## src/rtl/serial_subtractor.sv

```systemverilog
// Bit-serial subtractor: diff = a - b - bin over WIDTH cycles, LSB first, one borrow FF.
// Define SERIAL_SUB_OVF_EN to build the signed-overflow flag; otherwise ovf is tied to 0.
module serial_subtractor #(
    parameter int WIDTH = 4
) (
    input  logic             clk,
    input  logic             rst_n,
    input  logic             start,
    input  logic [WIDTH-1:0] a,
    input  logic [WIDTH-1:0] b,
    input  logic             bin,
    output logic             busy,
    output logic             done,
    output logic [WIDTH-1:0] diff,
    output logic             bout,
    output logic             ovf
);
    localparam int CNT_W = $clog2(WIDTH);

    typedef enum logic [1:0] {IDLE, RUN, DONE} state_t;

    state_t           state_reg, state_next;
    logic [WIDTH-1:0] sa_reg, sb_reg, res_reg, diff_reg;
    logic [CNT_W-1:0] cnt_reg;
    logic             borrow_reg, bout_reg;
    logic             d_bit, borrow_next, last_bit;

    // One full-subtractor cell applied to the current LSBs.
    assign d_bit       = sa_reg[0] ^ sb_reg[0] ^ borrow_reg;
    assign borrow_next = (~sa_reg[0] & sb_reg[0]) | (~(sa_reg[0] ^ sb_reg[0]) & borrow_reg);
    assign last_bit    = (cnt_reg == CNT_W'(WIDTH - 1));

    always_comb begin
        state_next = state_reg;
        case (state_reg)
            IDLE:    if (start) state_next = RUN;
            RUN:     if (last_bit) state_next = DONE;
            DONE:    state_next = IDLE;
            default: state_next = IDLE;
        endcase
    end

    always_ff @(posedge clk) begin
        if (!rst_n) begin
            state_reg  <= IDLE;
            sa_reg     <= '0;
            sb_reg     <= '0;
            res_reg    <= '0;
            diff_reg   <= '0;
            cnt_reg    <= '0;
            borrow_reg <= 1'b0;
            bout_reg   <= 1'b0;
        end else begin
            state_reg <= state_next;
            case (state_reg)
                IDLE: begin
                    if (start) begin
                        sa_reg     <= a;
                        sb_reg     <= b;
                        borrow_reg <= bin;
                        cnt_reg    <= '0;
                    end
                end
                RUN: begin
                    sa_reg     <= sa_reg >> 1;
                    sb_reg     <= sb_reg >> 1;
                    borrow_reg <= borrow_next;
                    res_reg    <= {d_bit, res_reg[WIDTH-1:1]};
                    // Outputs only change once the whole word is assembled.
                    if (last_bit) begin
                        diff_reg <= {d_bit, res_reg[WIDTH-1:1]};
                        bout_reg <= borrow_next;
                    end else begin
                        cnt_reg <= cnt_reg + CNT_W'(1);
                    end
                end
                default: ;
            endcase
        end
    end

`ifdef SERIAL_SUB_OVF_EN
    logic a_msb_reg, b_msb_reg, ovf_reg;

    always_ff @(posedge clk) begin
        if (!rst_n) begin
            a_msb_reg <= 1'b0;
            b_msb_reg <= 1'b0;
            ovf_reg   <= 1'b0;
        end else begin
            if (state_reg == IDLE && start) begin
                a_msb_reg <= a[WIDTH-1];
                b_msb_reg <= b[WIDTH-1];
            end
            // The last computed bit is the result MSB.
            if (state_reg == RUN && last_bit)
                ovf_reg <= (a_msb_reg != b_msb_reg) & (d_bit != a_msb_reg);
        end
    end

    assign ovf = ovf_reg;
`else
    assign ovf = 1'b0;
`endif

    assign busy = (state_reg != IDLE);
    assign done = (state_reg == DONE);
    assign diff = diff_reg;
    assign bout = bout_reg;
endmodule

```

## config.mk

```make
export PLATFORM = sky130hd
export DESIGN_NAME = serial_subtractor
export DESIGN_NICKNAME = d
export VERILOG_FILES = /design/src/rtl/serial_subtractor.sv
export SDC_FILE = /design/constraint.sdc
export NUM_CORES = 1
export LEC_CHECK = 0
export CAP_MARGIN = 20
export CORE_ASPECT_RATIO = 1.2
export CORE_MARGIN = 3
export CORE_UTILIZATION = 49
export CTS_CLUSTER_DIAMETER = 30
export DETAILED_ROUTE_END_ITERATION = 6
export HOLD_SLACK_MARGIN = 0.05
export PLACE_DENSITY = 0.77
export SLEW_MARGIN = 15
export SYNTH_ARGS = -nofsm -noshare
export SYNTH_HDL_FRONTEND = slang
export SYNTH_SLANG_ARGS = --single-unit
export TNS_END_PERCENT = 1
```

## constraint.sdc

```tcl
create_clock -name clk -period 1.6 [get_ports clk]
set_input_delay 0.48 -clock clk [delete_from_list [all_inputs] [get_ports clk]]
set_output_delay 0.48 -clock clk [all_outputs]
set_load 0.01 [all_outputs]
```

==> run_results.csv <==
group,metric,value,unit
final_layout,finalNetCount,135,
sta,maxSlewViolCount,0,
clock_network,post_cts_buffers,0,
final_layout,stdcell_area,1155,um2
final_layout,nFillCells,156,
synth,synth_commonest_cells,"dfxtp_1 (21), nor2_1 (14), mux2i_1 (10), nand2_1 (10)",
detailed_routing,ant_nets,0,
synth,ys_ff_latch,21,
floorplanning,die_height,54.39,um
detailed_routing,wire_per_inst,12.83,um
placed_design,dp_cells,134,
setup_path,cpLargestDelayFamily,"flip-flops",
pwr,irDropWorstVdd,0.5736,mV
detailed_routing,dr.pass1.iters,4,
min_path,min_path_type,"register to register",
detailed_routing,viasPerCell,5.428,
outcome,status,"finished clean",
final_layout,regArea,422.9,um2
setup_path,critPathMaxFanout,4,
sta,hold_slack,0.4556,ns
synth,synth_edf_count,0,
synth,syn_area_per_cell,9.465,um2
sta,period_share,96.87,%
clock_network,clock-root-buffer,"clkbuf_4",
synth,syn_area,955.9,um2
setup_path,reg2regPathDepth,4,
clock_network,cts_buffers,3,
setup_path,r2r-start,"state_reg[0]",
synth,synth_most_common_cell,"dfxtp_1",
setup_path,crit_chain,"nor2_2, inv_1, clkdlybuf4s15_1",
placed_design,globalplace.congestion,0.7406,
setup_path,setup.worst_path.start_class,"register",
synth,synth-async-reset-ratio,0,%
sta,setup_viol,0,
clock_network,path_clk_slew,0.11,ns
floorplanning,io_pins,20,
setup_path,required,1.12,ns
sta,setup_tns,0,ns
setup_path,critPathKind,"register to output pin",
detailed_routing,vias,749,
grt,antenna_found_initial,0,
detailed_routing,drc,0,
setup_path,crit_path_max_incr_delay,0.36,ns
synth,synth_cell_types,29,
sta,max_freq,0.6452,GHz
clock_network,h-tree-depth,1,
detailed_routing,wl,1771,um
min_path,hold_start,"diff[2]",
grt,grt_pass1_vias,660,
placed_design,dp_hpwl,1258,um
min_path,hold_end,"diff[2]",
clock_network,cts_tree,"yes",
grt,track_usage,15.81,%
synth,synth_top_cell_area_share,43.98,%
setup_path,worstReg2RegEnd,"sb_reg[1]",
synth,yosysWarnings,0,
job,maxCapViolations,0,
clock_network,cts_resized,11,
synth,syn-instance-count,101,
clock_network,cts_buffer_depth,2,
final_layout,final_core_util,66.31,%
setup_path,endpoint_kind,"output pin",
setup_path,cp_data_arrival_time,1.07,ns
pwr,p_per_area,839.5,nW/um2
floorplanning,die-width,46.32,um
sta,period_needed,1.550,ns
floorplanning,row_count,16,
floorplanning,dieArea,2519,um2
setup_path,crit_slowest_cell,"dfxtp_2",
final_layout,synthToLayoutAreaGrowth,20.81,%
detailed_routing,drt_iter0_drc,6,
clock_network,insertion_delay,0.30,ns
min_path,worstHoldPathCells,2,
clock_network,cts_hold_buffers,0,
grt,overflow,0,
final_layout,drive_above_1_share,15.00,%
final_layout,multi_input_area,444.2,um2
floorplanning,coreArea,1742,um2
final_layout,antenna_cells,0,
grt,grt_max_degree,21,
synth,synth-seq-area-share,43.98,%
synth,synth_area_leaders,"dfxtp_1 (44%), mux2i_1 (10%), nor2_1 (5.5%), a211oi_1 (4.7%), buf_6 (4.7%)",
grt,grt_pass1_wl,2877,um
setup_path,path_buf_inv,2,
synth,synth_top_area_cell,"dfxtp_1",
floorplanning,initial_core_util,54.89,%
placed_design,numPortBuffers,18,
synth,synth-main-ff-cell,"dfxtp_1",
clock_network,cts.sinks,21,
setup_path,rrSetupSlack,0.25,ns
pwr,p_leak,0.4879,nW
sta,skew,0.005491,ns
placed_design,placed_area,1134,um2
sta,hold_viol,0,
final_layout,final_cells,138,
synth,synth_nets,115,
-- cells by family (layout without fill, tap and decap cells) --
logic type | after synthesis | in the layout | synth area share [%]
simple gates | 34 | 34 | 16.62
mux | 10 | 10 | 10.47
compound gates | 20 | 20 | 15.31
fa+ha+maj | 2 | 2 | 3.403
buf+inv | 13 | 32 | 9.817
other cells | 1 | 1 | 0.3923
flops | 21 | 21 | 43.98
-- layout make-up --
cell class | count | area share, %
clock buffers | 3 | 1.950
inverters | 5 | 1.625
well taps | 18 | 1.950
clock inverters | 1 | 0.4334
repair buffers | 23 | 18.96
flip-flops and latches | 21 | 36.62
multi-input cells | 67 | 38.46
-- worst max-delay path by stage --
stage / startpoint / end / slack [ns] / cells past startpoint
final: state_reg[1] / busy / 0.05 / 3
after global routing: state_reg[1] / busy / -0.01 / 3
after CTS: state_reg[0] / done / -0.002 / 2
after detailed placement: start / sb_reg[1] / -0.11 / 4
after global placement: start / borrow_reg / -0.05 / 4
after floorplan: state_reg[0] / done / 0.31 / 3
-- power by group --
group | total (W) | switching, W | internal (W)
clock | 0.000250 | 0.000157 | 0.0000933
sequential | 0.000568 | 0.0000179 | 0.000550
combinational | 0.000151 | 0.0000697 | 0.0000814
total | 0.000969 | 0.000244 | 0.000725
-- tightest hold or removal path, delay by kind of cell (launching register included) --
kind            cells  cell delay, ns
simple gates        1            0.05
compound gates      1            0.05
flops               1            0.32
-- routing by layer --
metal	GRT usage (%)	up-vias	routed length, um
li1	-	384	-
met1	19.92	343	783
met2	26.38	19	892
met3	2.961	3	76
met4	5.687	0	19
met5	0	-	0
-- through the flow --
step                      setup WS [ns]  power (W)
after floorplan                  0.3057  0.0006812
after global placement         -0.04631  0.0007259
after detailed placement        -0.1090  0.0007313
after CTS                     -0.002246  0.0009786
after global routing           -0.01188   0.001026
final                           0.05006  0.0009695
-- cells in the final DEF, fill, tap and decap left out, types with 4 or more instances in the layout --
master	netlist	routed
mux2i_1	10	10
inv_1	5	5
nor2_1	14	13
buf_4	1	4
a21oi_1	6	6
nand2_1	10	10
dfxtp_1	21	19
dlygate4sd2_1	0	5
clkdlybuf4s50_1	0	11
a211oi_1	6	6
Note: power is estimated with default switching activity, not from simulation.
